--- src/rtl/vga_pkg.sv ---
// Shared types, colour constants and default 640x480@60 timing for the VGA raster generator.
package vga_pkg;

   typedef struct packed {
      logic [7:0] r;
      logic [7:0] g;
      logic [7:0] b;
   } rgb_t;

   typedef enum logic [1:0] {
      IDLE     = 2'd0,
      RUN      = 2'd1,
      STOPPING = 2'd2
   } fsm_t;

   localparam int DEF_H_ACTIVE = 640;
   localparam int DEF_H_FP     = 16;
   localparam int DEF_H_SYNC   = 96;
   localparam int DEF_H_BP     = 48;
   localparam int DEF_V_ACTIVE = 480;
   localparam int DEF_V_FP     = 10;
   localparam int DEF_V_SYNC   = 2;
   localparam int DEF_V_BP     = 33;

   localparam rgb_t WHITE     = '{r: 8'hFF, g: 8'hFF, b: 8'hFF};
   localparam rgb_t BLACK     = '{r: 8'h00, g: 8'h00, b: 8'h00};
   localparam rgb_t LIGHTBLUE = '{r: 8'hAD, g: 8'hD8, b: 8'hE6};
   localparam rgb_t YELLOW    = '{r: 8'hFF, g: 8'hFF, b: 8'h00};
   localparam rgb_t CYAN      = '{r: 8'h00, g: 8'hFF, b: 8'hFF};
   localparam rgb_t GREEN     = '{r: 8'h00, g: 8'hFF, b: 8'h00};
   localparam rgb_t MAGENTA   = '{r: 8'hFF, g: 8'h00, b: 8'hFF};
   localparam rgb_t RED       = '{r: 8'hFF, g: 8'h00, b: 8'h00};
   localparam rgb_t BLUE      = '{r: 8'h00, g: 8'h00, b: 8'hFF};

   // Classic colour-bar order, left to right.
   function automatic rgb_t bar_colour(input logic [2:0] idx);
      rgb_t c;
      c = BLACK;
      case (idx)
         3'd0: c = WHITE;
         3'd1: c = YELLOW;
         3'd2: c = CYAN;
         3'd3: c = GREEN;
         3'd4: c = MAGENTA;
         3'd5: c = RED;
         3'd6: c = BLUE;
         3'd7: c = BLACK;
         default: c = BLACK;
      endcase
      return c;
   endfunction

endpackage

--- src/rtl/vga_delay_line.sv ---
// Fixed-latency shift register with synchronous clear; DEPTH=0 degenerates to a wire.
module vga_delay_line #(
   parameter int WIDTH = 1,
   parameter int DEPTH = 1
) (
   input  logic             clk,
   input  logic             rst_n,
   input  logic [WIDTH-1:0] din,
   output logic [WIDTH-1:0] dout
);

   generate
      if (DEPTH == 0) begin : g_wire
         logic unused_ctl;
         assign unused_ctl = clk ^ rst_n;
         assign dout       = din;
      end else begin : g_pipe
         logic [WIDTH-1:0] stage [DEPTH];

         always_ff @(posedge clk) begin
            if (!rst_n) begin
               for (int i = 0; i < DEPTH; i++) stage[i] <= '0;
            end else begin
               stage[0] <= din;
               for (int i = 1; i < DEPTH; i++) stage[i] <= stage[i-1];
            end
         end

         assign dout = stage[DEPTH-1];
      end
   endgenerate

endmodule

--- src/rtl/vga_timing_gen.sv ---
// Parametrised VGA raster timing generator with frame-boundary start/stop and RGB re-alignment.
// Optional internal colour-bar source selected by macro VGA_TEST_PATTERN_EN.
//
// state    | meaning
// IDLE     | counters held at 0, no requests, outputs drain to inactive
// RUN      | raster counting, i_enable high
// STOPPING | i_enable dropped, finishing the current frame
module vga_timing_gen
   import vga_pkg::*;
#(
   parameter int H_ACTIVE = DEF_H_ACTIVE,
   parameter int H_FP     = DEF_H_FP,
   parameter int H_SYNC   = DEF_H_SYNC,
   parameter int H_BP     = DEF_H_BP,
   parameter int V_ACTIVE = DEF_V_ACTIVE,
   parameter int V_FP     = DEF_V_FP,
   parameter int V_SYNC   = DEF_V_SYNC,
   parameter int V_BP     = DEF_V_BP,
   parameter bit HS_POL   = 1'b0,
   parameter bit VS_POL   = 1'b0,
   parameter int PIPE_LAT = 2,
   localparam int H_TOTAL = H_ACTIVE + H_FP + H_SYNC + H_BP,
   localparam int V_TOTAL = V_ACTIVE + V_FP + V_SYNC + V_BP,
   localparam int X_W     = $clog2(H_TOTAL),
   localparam int Y_W     = $clog2(V_TOTAL)
) (
   input  logic           VGA_CLK_IN,
   input  logic           VGA_RST_N_IN,
   input  logic           i_enable,
   input  logic [7:0]     i_red,
   input  logic [7:0]     i_green,
   input  logic [7:0]     i_blue,
   output logic           o_req,
   output logic [X_W-1:0] o_x,
   output logic [Y_W-1:0] o_y,
   output logic           o_frame_start,
   output logic           o_line_start,
   output logic           o_hsync,
   output logic           o_vsync,
   output logic           o_blank_n,
   output logic [7:0]     o_red,
   output logic [7:0]     o_green,
   output logic [7:0]     o_blue,
   output logic           VGA_CLK_OUT
);

   localparam logic [X_W-1:0] H_LAST     = X_W'(H_TOTAL - 1);
   localparam logic [Y_W-1:0] V_LAST     = Y_W'(V_TOTAL - 1);
   localparam logic [X_W-1:0] H_ACT_LAST = X_W'(H_ACTIVE - 1);
   localparam logic [Y_W-1:0] V_ACT_LAST = Y_W'(V_ACTIVE - 1);
   localparam logic [X_W-1:0] HS_FIRST   = X_W'(H_ACTIVE + H_FP);
   localparam logic [X_W-1:0] HS_LAST    = X_W'(H_ACTIVE + H_FP + H_SYNC - 1);
   localparam logic [Y_W-1:0] VS_FIRST   = Y_W'(V_ACTIVE + V_FP);
   localparam logic [Y_W-1:0] VS_LAST    = Y_W'(V_ACTIVE + V_FP + V_SYNC - 1);

   fsm_t           state, state_nxt;
   logic [X_W-1:0] h_cnt;
   logic [Y_W-1:0] v_cnt;
   logic           running, last_pix;
   logic           hs_raw, vs_raw, de_raw;
   logic           hs_d, vs_d, de_d;
   rgb_t           src;

   assign VGA_CLK_OUT = VGA_CLK_IN;

   assign running  = (state != IDLE);
   assign last_pix = (h_cnt == H_LAST) && (v_cnt == V_LAST);

   always_ff @(posedge VGA_CLK_IN) begin
      if (!VGA_RST_N_IN) state <= IDLE;
      else               state <= state_nxt;
   end

   // A re-raised enable on the final pixel keeps the raster running seamlessly.
   always_comb begin
      state_nxt = state;
      case (state)
         IDLE:     if (i_enable) state_nxt = RUN;
         RUN:      if (!i_enable) state_nxt = STOPPING;
         STOPPING: begin
            if (i_enable)      state_nxt = RUN;
            else if (last_pix) state_nxt = IDLE;
         end
         default:  state_nxt = IDLE;
      endcase
   end

   always_ff @(posedge VGA_CLK_IN) begin
      if (!VGA_RST_N_IN || !running) begin
         h_cnt <= '0;
         v_cnt <= '0;
      end else if (h_cnt == H_LAST) begin
         h_cnt <= '0;
         v_cnt <= (v_cnt == V_LAST) ? '0 : v_cnt + Y_W'(1);
      end else begin
         h_cnt <= h_cnt + X_W'(1);
      end
   end

   assign hs_raw = (h_cnt >= HS_FIRST) && (h_cnt <= HS_LAST);
   assign vs_raw = (v_cnt >= VS_FIRST) && (v_cnt <= VS_LAST);
   assign de_raw = running && (h_cnt <= H_ACT_LAST) && (v_cnt <= V_ACT_LAST);

   assign o_req         = de_raw;
   assign o_x           = h_cnt;
   assign o_y           = v_cnt;
   assign o_frame_start = running && (h_cnt == '0) && (v_cnt == '0);
   assign o_line_start  = running && (h_cnt == '0);

`ifdef VGA_TEST_PATTERN_EN
   localparam int BAR_W = H_ACTIVE / 8;

   logic [X_W-1:0] bar_full;
   rgb_t           pat_raw;
   logic [26:0]    dl_out;
   logic           unused_ext;

   assign bar_full   = h_cnt / X_W'(BAR_W);
   assign pat_raw    = bar_colour(bar_full[2:0]);
   assign unused_ext = ^{i_red, i_green, i_blue, bar_full};

   // Bar colour rides the same delay as sync so alignment matches the external path.
   vga_delay_line #(.WIDTH(27), .DEPTH(PIPE_LAT)) u_dly (
      .clk   (VGA_CLK_IN),
      .rst_n (VGA_RST_N_IN),
      .din   ({hs_raw, vs_raw, de_raw, pat_raw}),
      .dout  (dl_out)
   );

   assign {hs_d, vs_d, de_d} = dl_out[26:24];
   assign src                = dl_out[23:0];
`else
   logic [2:0] dl_out;

   vga_delay_line #(.WIDTH(3), .DEPTH(PIPE_LAT)) u_dly (
      .clk   (VGA_CLK_IN),
      .rst_n (VGA_RST_N_IN),
      .din   ({hs_raw, vs_raw, de_raw}),
      .dout  (dl_out)
   );

   assign {hs_d, vs_d, de_d} = dl_out;
   assign src                = '{r: i_red, g: i_green, b: i_blue};
`endif

   always_ff @(posedge VGA_CLK_IN) begin
      if (!VGA_RST_N_IN) begin
         o_hsync   <= ~HS_POL;
         o_vsync   <= ~VS_POL;
         o_blank_n <= 1'b0;
         o_red     <= '0;
         o_green   <= '0;
         o_blue    <= '0;
      end else begin
         o_hsync   <= hs_d ~^ HS_POL;
         o_vsync   <= vs_d ~^ VS_POL;
         o_blank_n <= de_d;
         o_red     <= de_d ? src.r : 8'h00;
         o_green   <= de_d ? src.g : 8'h00;
         o_blue    <= de_d ? src.b : 8'h00;
      end
   end

endmodule
--- config.mk ---
export PLATFORM = sky130hd
export DESIGN_NAME = vga_timing_gen
export DESIGN_NICKNAME = d
export VERILOG_FILES = /design/src/rtl/vga_pkg.sv /design/src/rtl/vga_delay_line.sv /design/src/rtl/vga_timing_gen.sv
export SDC_FILE = /design/constraint.sdc
export NUM_CORES = 1
export LEC_CHECK = 0
export CAP_MARGIN = 10
export CORE_ASPECT_RATIO = 1.25
export CORE_MARGIN = 2
export CORE_UTILIZATION = 35
export CTS_BUF_LIST = sky130_fd_sc_hd__clkbuf_16
export CTS_CLUSTER_SIZE = 25
export DETAILED_ROUTE_END_ITERATION = 6
export PLACE_DENSITY = 0.74
export SETUP_SLACK_MARGIN = 0.2
export SLEW_MARGIN = 20
export SYNTH_ARGS = -nofsm -noshare
export SYNTH_HDL_FRONTEND = slang
export SYNTH_HIERARCHICAL = 1
export SYNTH_SLANG_ARGS = --single-unit
--- constraint.sdc ---
create_clock -name VGA_CLK_IN -period 1.9 [get_ports VGA_CLK_IN]
set_input_delay 0.19 -clock VGA_CLK_IN [delete_from_list [all_inputs] [get_ports VGA_CLK_IN]]
set_output_delay 0.19 -clock VGA_CLK_IN [all_outputs]
set_load 0.1 [all_outputs]
Yosys cells after proc, flatten, opt, wreduce, memory -nomap -nowiden

Memory sizes are Yosys's and may differ from the RTL's.
Cells that the tools add are included.

Bits in registers: 49
RAM bits: 6
Output and inout port bits: 51
Word-level logic and storage cells: 56
Memories kept: 1

Add/sub/neg operators: 2
Magnitude comparators: 6
Eq/ne operators: 7
Mux-type cells: 10
Bitwise operators: 4
Reductions and logical operators: 17

Memories:

| name               | depth | bits a word | rd ports | clocked after memory_dff | wr ports | line                 | RTL |
|---|---|---|---|---|---|---|---|
| u_dly.g_pipe.stage | 2     | 3           | 2        | 0                        | 2        | vga_delay_line.sv:18 | `logic [WIDTH-1:0] stage [DEPTH];` |

Operator list:

| kind                                                                                 | number |
|---|---|
| 10-bit by 1-bit adder with 10-bit output, second input constant                      | 2 |
| 10-bit == test, second input constant                                                | 2 |
| 10-bit <= comparator, second input constant                                          | 2 |
| 10-bit by 9-bit <= comparator with 1-bit output, second input constant               | 2 |
| 10-bit logical NOT                                                                   | 2 |
| 10-bit greater-or-equal comparator, second input constant                            | 1 |
| 10-bit by 9-bit greater-or-equal comparator with 1-bit output, second input constant | 1 |
| 10-bit two-way mux                                                                   | 1 |
| 2-bit two-way mux                                                                    | 4 |
| 1-bit logical AND                                                                    | 7 |
| 3-bit two-way mux                                                                    | 2 |
| 2-bit one-hot mux with 3 select lines                                                | 1 |
| 2-bit inequality test, second input constant                                         | 2 |
| 3-bit inequality test, second input constant                                         | 1 |
| 3-bit AND reduction                                                                  | 1 |
| 2-bit by 1-bit == test with 1-bit output, second input constant                      | 1 |
| 2-bit == test, second input constant                                                 | 1 |
| 1-bit logical NOT                                                                    | 2 |
| 2-bit logical NOT                                                                    | 1 |
| 1-bit two-way mux                                                                    | 2 |
| 1-bit inverter                                                                       | 2 |
| 1-bit bitwise OR                                                                     | 2 |
| 2-bit AND reduction                                                                  | 1 |
| 2-bit nonzero test                                                                   | 1 |
| other kinds (2)                                                                      | 2 |

Depth between registers and ports, before layout

Gate-level depths: netlist (run 1).

Word-level depth: 5
Gate-level depth with buffers: 6
Depth with buffers taken out: 6

Modules after synthesis

Netlist (run 1), hierarchy kept.

By module, submodules not included:

| module         | instances | cells an instance | area an instance (sq um) |
|---|---|---|---|
| vga_timing_gen | 1         | 197               | 1920.6 |
| vga_delay_line | 1         | 15                | 180.2 |

==> metrics.csv, run 1 <==
metric,value,unit
gp_congestion,0.796,
hold_viol,0,
hold_path_class,in -> reg,
routedWlPerCell,14.1,um
fin_nets,332,
via_count,1790,
power_density,881,nW/um^2
grt_overflow,0,
ys_seq_area_share,52.4,%
drt_iter0_markers,17,
crit_path_start,o_x[5],
end_kind,output pin,
crit_arrival,1.76,ns
violations,negative setup slack,
via_per_inst,4.88,
cts.clk_slew.worst_paths,0.07,ns
max-cap-violations,0,
pre_cts_ws,-0.180,ns
synth_commonest_cells,"dfxtp_1, and3_1, nor2_1, nand2_1, xnor2_1",
finalWirelength,5170,um
synth_warnings,6,
syn-instance-count,212,
ir_worst_vdd,0.410,mV
ant_nets,0,
worst_slew_pin_slew,0.578,ns
core,5780,sq um
first_pass_iters,4,
postSynthAreaPerCell,9.91,sq um
synth_top_cell_by_area,dfxtp_1,
r2r_cells,7,
cts_tree,yes,
rr_endpoint,o_y[8],
finalCritPeriodShare,102,%
grt.met3_usage,4.91,%
worstPathMaxFanout,8,
rsz0062_at_grt,true,
crit_path_start_kind,flip-flop,
met1_usage,19.7,%
utilization,58.8,%
antenna_found_initial,0,
holdWs,0.339,ns
post-route-drc-count,0,
drv_slew,0,
row_count,31,
syn2layout_area_growth,61.7,%
skew,0.00219,ns
globalRouteMet2Util,26.0,%
regArea,1160,sq um
grt_pass1_vias,1737,
crit_type,reg -> out,
clock_latency,0.40,ns
rrSetupSlack,0.07,ns
die_w,73.3,um
start_util,36.3,%
ios,78,
ys_top_cells_by_area,"dfxtp_1, and3_1, nor2_1, xnor2_1, ha_1",
p_leak,1.48,nW
fill_cells,496,
portBuffers,77,
grt-busiest-layer,met2,
worst_slack,-0.0452,ns
grtUsageTotal,16.2,%
grt_pass1_wl,8340,um
synth_top_area_share,52.4,%
die-area,6640,sq um
synthArstFlopShare,0,%
crit-reg2reg-launch,o_x[1],
worstPathRequired,1.71,ns
hold_start,i_enable,
multiInputGateArea,1040,sq um
dp_hpwl,3630,um
grt_max_degree,34,
min_period,1.95,ns
post-synth-top-count-cell,dfxtp_1,
fmax,514,MHz
min_to,state[0],
finalSetupViolCount,1,
synth_ff_type,dfxtp_1,
synthesis.nets,244,
ys_types,41,
fp.dieH,90.6,um
layout-drive-gt1-share,41.2,%
status,"finished, violations left",
antenna_cells,0,
power,0.00299,W
syn_area,2100,sq um
ys_ff_latch,55,
slew_headroom,61.4,%
synth_edf_count,0,
min_path_cells,3,
sequential cells by signal, indices dropped and copies added, names as in the netlist:
| name | cells |
|---|---|
| o_vsync | 1 |
| o_blank_n | 1 |
| o_hsync | 1 |
| u_dly/g_pipe.stage | 6 |
| o_y | 10 |
| o_x | 10 |
| o_red | 8 |
| state | 2 |
| o_green | 8 |
| o_blue | 8 |
report_power, final:
group	internal [W]	total (W)	switching [W]	leakage [nW]
sequential	0.00114	0.00115	0.0000100	0.459
clock	0.000942	0.00158	0.000637	0.132
combinational	0.000110	0.000261	0.000150	0.885
layout make-up:
cell class / instances / area share (%)
clock buffers: 10 / 7.37
clock inverters: 2 / 0.516
inverters: 6 / 0.810
multi-input cells: 136 / 30.5
flip-flops and latches: 55 / 34.3
well taps: 66 / 2.43
repair buffers: 92 / 24.1
cell families (layout without fill, tap and decap cells):
kind of cell / Yosys count / in the layout / synth area share (%)
and+or+nand+nor: 102 / 102 / 28.5
DFF: 55 / 55 / 52.4
buffers and inverters: 21 / 110 / 5.00
xor gates and xnor gates: 14 / 14 / 5.84
AOI/OAI and AO/OA: 12 / 12 / 3.87
adders and majority gates: 5 / 5 / 2.98
muxes: 3 / 3 / 1.43
metrics by stage:
step | setup TNS (ns) | std cells | cell area, sq um
6_report | -0.0452 | 367 | 3400
5_1_grt | -0.178 | 367 | 3400
4_1_cts | -0.0479 | 362 | 3300
3_5_place_dp | -0.180 | 344 | 2960
3_3_place_gp | -0.180 | 344 | 2960
2_1_floorplan | -0.652 | 212 | 2270
layer usage:
| metal | wire length, um | vias to the layer above |
|---|---|---|
| li1 | - | 909 |
| met1 | 2250 | 806 |
| met2 | 2460 | 68 |
| met3 | 395 | 7 |
| met4 | 71 | 0 |
| met5 | 0 | - |
worst max-delay path, stage by stage (launching register included):
cell,delay [ns]
dfxtp_4,0.37
or2_4,0.26
nor2_4,0.11
and3_4,0.21
and4_4,0.23
buf_12,0.17
worst max path at each step:
stage / end / slack, ns / depth (start not counted)
floorplan: u_dly/g_pipe.stage[0][0] / -0.29 / 4
global placement: VGA_CLK_OUT / -0.18 / 1
detailed placement: VGA_CLK_OUT / -0.18 / 1
CTS: o_frame_start / -0.05 / 6
global route: o_frame_start / -0.12 / 5
finish: o_frame_start / -0.05 / 5
cell usage in the layout, fill, tap and decap left out, types with 2 or more instances in the layout:
cell type        instances
nand4_1                  3
inv_1                    4
buf_4                   57
and3_4                   2
clkbuf_16               10
nor3_1                   3
buf_12                   3
and2_1                   7
nor4_1                   4
nor2b_1                  3
mux2i_1                  3
buf_6                    5
xor2_1                   6
nand2b_1                 2
nand2_1                  8
ha_1                     2
ha_4                     3
a21oi_1                  3
dfxtp_2                  5
dfxtp_4                 15
clkdlybuf4s50_1         26
and3_1                  25
nand3_1                  7
and4_4                   2
inv_4                    2
xnor2_1                  7
or4_4                    2
nor2_1                  19
dfxtp_1                 35
timing repair:
action,CTS,global route
buffers inserted,7,5
pin swaps,7,9
hold endpoints to repair,0,0
hold buffers,0,0
endpoints found under the setup margin,5,13
resized for setup,9,17
No activity file was read; power rests on OpenSTA's default activity.
==> run 2: changes to the inputs <==
Settings changed: CAP_MARGIN 10 to 20, PLACE_DENSITY 0.74 to 0.66.
Clock period 1.9 ns to 2 ns, I/O delays scaled along.
==> run 2 against run 1 <==
  * The run now ends clean
  * Clock-buffer cell count is 1 lower
  * Worst setup slack better by 0.10 ns
  * Wire length is 1.4% higher
  * Register-to-register slack better by 0.12 ns
  * Sequential share of layout area is 0.86 points higher
  * Power is 11% lower
  * Worst hold slack better by 0.011 ns
  * Critical path depth is 1 higher
  * Critical path type unchanged
  * Highest routed layer unchanged
==> metrics.csv, run 2 (synthesis gave the netlist of run 1 again) <==
metric,value,unit
fin_nets,332,
cts.clk_slew.worst_paths,0.07,ns
worst_slew_pin_slew,0.587,ns
utilization,57.5,%
grt_overflow,0,
row_count,31,
hold_viol,0,
rsz0062_at_grt,true,
antenna_found_initial,0,
start_util,36.3,%
core,5780,sq um
die-area,6640,sq um
finalSetupViolCount,0,
power_density,801,nW/um^2
worstPathRequired,1.80,ns
skew,0.00413,ns
layout-drive-gt1-share,40.9,%
crit_slowest_cell,dfxtp_4,
max-cap-violations,0,
post-route-drc-count,0,
status,"finished, final reports clean",
fp.dieH,90.6,um
finalCritPeriodShare,97.2,%
power,0.00266,W
hold_path_class,in -> reg,
cts_tree,yes,
routedWlPerCell,14.3,um
final_cell_mix,"buf_4, dfxtp_1, clkdlybuf4s50_1",
max_stage_delay,0.34,ns
min_period,1.94,ns
syn2layout_area_growth,58.1,%
drv_slew,0,
grt_pass1_vias,1733,
ios,78,
cp_num_buf_inv,2,
gp_congestion,0.791,
die_w,73.3,um
via_count,1840,
ir_worst_vdd,0.350,mV
cpLargestDelayFamily,simple AND/OR/NAND/NOR gates,
via_per_inst,5.01,
first_pass_iters,4,
end_kind,output pin,
drt_iter0_markers,64,
ant_nets,0,
dp_hpwl,3720,um
crit_path_start_kind,flip-flop,
antenna_cells,0,
worstPathMaxFanout,2,
clock_latency,0.40,ns
finalWirelength,5250,um
worstPathCellList,inv_2 > ha_4 > nor4b_4 > and3_4 > and4_4 > buf_12,
grtUsageTotal,15.8,%
slew_headroom,60.8,%
p_leak,1.45,nW
crit_arrival,1.74,ns
fill_cells,520,
grt_max_degree,36,
final_common_cell,buf_4,
fmax,514,MHz
crit_type,reg -> out,
portBuffers,77,
grt_pass1_wl,8220,um
[run 2: worst min-delay path: cells and delay by family]
family / cells / cell delay (ns)
compound gates: 1 / 0.03
buf+inv: 1 / 0.42
simple gates: 1 / 0.06
[run 2: final timing paths]
| kind | slack (ns) | cells after the start | to | startpoint |
|---|---|---|---|---|
| worst max register to register | 0.19 | 6 | o_y[8] | o_x[1] |
| worst min register to register | 0.37 | 1 | o_hsync | u_dly/g_pipe.stage[0][5] |
| worst min-delay path | 0.35 | 3 | state[0] | i_enable |
| worst max-delay path | 0.06 | 6 | o_frame_start | o_x[0] |
[run 2: metal layers]
layer,vias up,global-route usage [%],part of all wire [%]
met4,0,6.67,1.9
met2,96,25.9,46
met1,828,18.3,43
li1,905,-,-
met5,-,0,0
met3,11,5.69,9.9
[run 2: through the flow]
stage / hold slack [ns] / setup TNS [ns] / area [sq um] / setup WS [ns] / instances
after detailed placement: 0.356 / -0.140 / 2950 / -0.140 / 343
after global placement: 0.353 / -0.140 / 2950 / -0.140 / 343
after CTS: 0.350 / 0 / 3220 / 0.0446 / 358
after floorplan: 0.316 / -0.353 / 2260 / -0.193 / 212
after global routing: 0.365 / 0 / 3320 / 0.0327 / 367
final: 0.351 / 0 / 3320 / 0.0557 / 367
[run 2: cell type report]
class	instances	area, sq um	area share, %
clock buffer	9	205	6.18
clock inverter	3	22.5	0.678
inverter	6	25.0	0.754
multi-input combinational	136	1010	30.4
sequential	55	1170	35.1
tap	66	82.6	2.49
timing repair buffer	92	808	24.3
[run 2: where the power goes]
| part | switching (W) | internal (W) |
|---|---|---|
| clock network | 0.000583 | 0.000737 |
| logic | 0.000144 | 0.000102 |
| registers | 0.00000895 | 0.00109 |
| total | 0.000735 | 0.00193 |
[run 2: timing repair]
action,CTS,global route
resized for setup,7,15
buffers inserted,4,9
hold endpoints to repair,0,0
endpoints found under the setup margin,4,23
pin swaps,2,7
hold buffers,0,0
==> run 3: changes to the inputs <==
Settings changed: CTS_CLUSTER_SIZE 25 to 20, PLACE_DENSITY 0.66 to unset, PLACE_DENSITY_LB_ADDON set to 0.25.
==> run 3 against run 2 <==
  * Combinational power barely moved
  * Clock power barely moved
  * Final area fell by 1.2%
  * Non-clock buffer count fell by 3
  * Die area did not move
  * First-iteration DRC count fell by 3.1%
  * Worst hold slack improved by 0.015 ns
  * Clock-buffer cell count did not move
  * Via count fell by 2.7%
  * Global-route usage fell by 0.26 points
  * Largest cell class unchanged
  * Highest routed layer unchanged
==> metrics.csv, run 3 (synthesis gave the netlist of run 1 again) <==
metric,value,unit
status,"finished, final reports clean",
power_density,812,nW/um^2
via_per_inst,4.92,
row_count,31,
routedWlPerCell,13.8,um
rr_endpoint,o_y[8],
drt_iter0_markers,62,
fmax,511,MHz
cts_tree,yes,
grtUsageTotal,15.6,%
finalCritPeriodShare,97.9,%
dp_hpwl,3510,um
r2r_cells,6,
grt_pass1_vias,1664,
worst_slack,0.0425,ns
grt_max_degree,36,
end_kind,output pin,
hold_path_class,in -> reg,
die_w,73.3,um
layout-drive-gt1-share,39.9,%
fp.dieH,90.6,um
skew,0.00344,ns
first_pass_iters,4,
ir_worst_vdd,0.418,mV
max-cap-violations,0,
start_util,36.3,%
pre_cts_ws,-0.140,ns
p_leak,1.43,nW
die-area,6640,sq um
slew_headroom,60.0,%
min_period,1.96,ns
final_common_cell,buf_4,
rrSetupSlack,0.18,ns
final_cell_mix,"buf_4, dfxtp_1, clkdlybuf4s50_1",
worstPathRequired,1.80,ns
antenna_cells,0,
rsz0062_at_grt,true,
crit-reg2reg-launch,o_x[1],
power,0.00266,W
crit_path_start_kind,flip-flop,
finalSetupViolCount,0,
grt_overflow,0,
hold_viol,0,
fin_nets,329,
worstPathMaxFanout,2,
drv_slew,0,
crit_path_start,o_x[1],
crit_arrival,1.76,ns
via_count,1790,
finalWirelength,5030,um
syn2layout_area_growth,56.2,%
core,5780,sq um
ios,78,
cts.clk_slew.worst_paths,0.07,ns
portBuffers,77,
ant_nets,0,
crit_type,reg -> out,
grt_pass1_wl,7890,um
antenna_found_initial,0,
worst_slew_pin_slew,0.600,ns
holdWs,0.365,ns
crit_end,o_frame_start,
gp_congestion,0.846,
clock_latency,0.40,ns
post-route-drc-count,0,
-- run 3: changes by cell type in the layout (fill, tap and decap cells not counted), sizes merged --
cell  previous run  this run
buf             67        64
-- run 3: metal layers --
metal	vias to the layer above	wire, um	track usage (%)
met5	-	0	0
met4	0	39	6.06
met3	4	387	5.25
met2	79	2260	24.1
met1	807	2350	19.8
li1	900	-	-
-- run 3: worst min path at each step --
stage | startpoint | endpoint | slack (ns) | depth (start not counted)
after floorplan | i_enable | state[0] | 0.32 | 2
after global placement | u_dly/g_pipe.stage[0][5] | o_hsync | 0.36 | 1
after detailed placement | u_dly/g_pipe.stage[0][5] | o_hsync | 0.36 | 1
after CTS | i_enable | state[0] | 0.36 | 3
after global routing | i_green[4] | o_green[4] | 0.39 | 2
final | i_enable | state[0] | 0.37 | 3
-- run 3: cell type report --
class / count / area [sq um]
clock buffer: 9 / 205
inverter: 6 / 22.5
clock inverter: 3 / 22.5
sequential: 55 / 1160
fill: 525 / 2500
tap: 66 / 82.6
multi-input combinational: 136 / 1010
timing repair buffer: 89 / 778
-- run 3: through the flow --
| stage | instance area, sq um | setup TNS, ns | util (%) | cells |
|---|---|---|---|---|
| 4_1_cts | 3220 | 0 | 55.7 | 359 |
| 5_1_grt | 3280 | 0 | 56.8 | 364 |
| 3_3_place_gp | 2950 | -0.140 | 51.0 | 343 |
| 2_1_floorplan | 2260 | -0.353 | - | 212 |
| 3_5_place_dp | 2950 | -0.140 | 51.0 | 343 |
| 6_report | 3280 | 0 | 56.8 | 364 |
-- run 3: repair_timing --
| item | CTS | global route |
|---|---|---|
| hold buffers | 0 | 0 |
| endpoints found under the setup margin | 4 | 22 |
| setup buffers | 5 | 5 |
| resized for setup | 6 | 10 |
| pin swaps | 2 | 7 |
-- run 3: power by group --
group / total, W / switching, W / internal, W
Clock: 0.00132 / 0.000583 / 0.000737
Combinational: 0.000248 / 0.000143 / 0.000105
Sequential: 0.00110 / 0.00000868 / 0.00109
Total: 0.00266 / 0.000735 / 0.00193
-- run 3: critical path, stage by stage, from the launching register on --
cell and delay (ns):
dfxtp_4 0.34, inv_1 0.05, ha_1 0.13, nor4b_4 0.19
and3_4 0.23, and4_4 0.24, buf_12 0.17
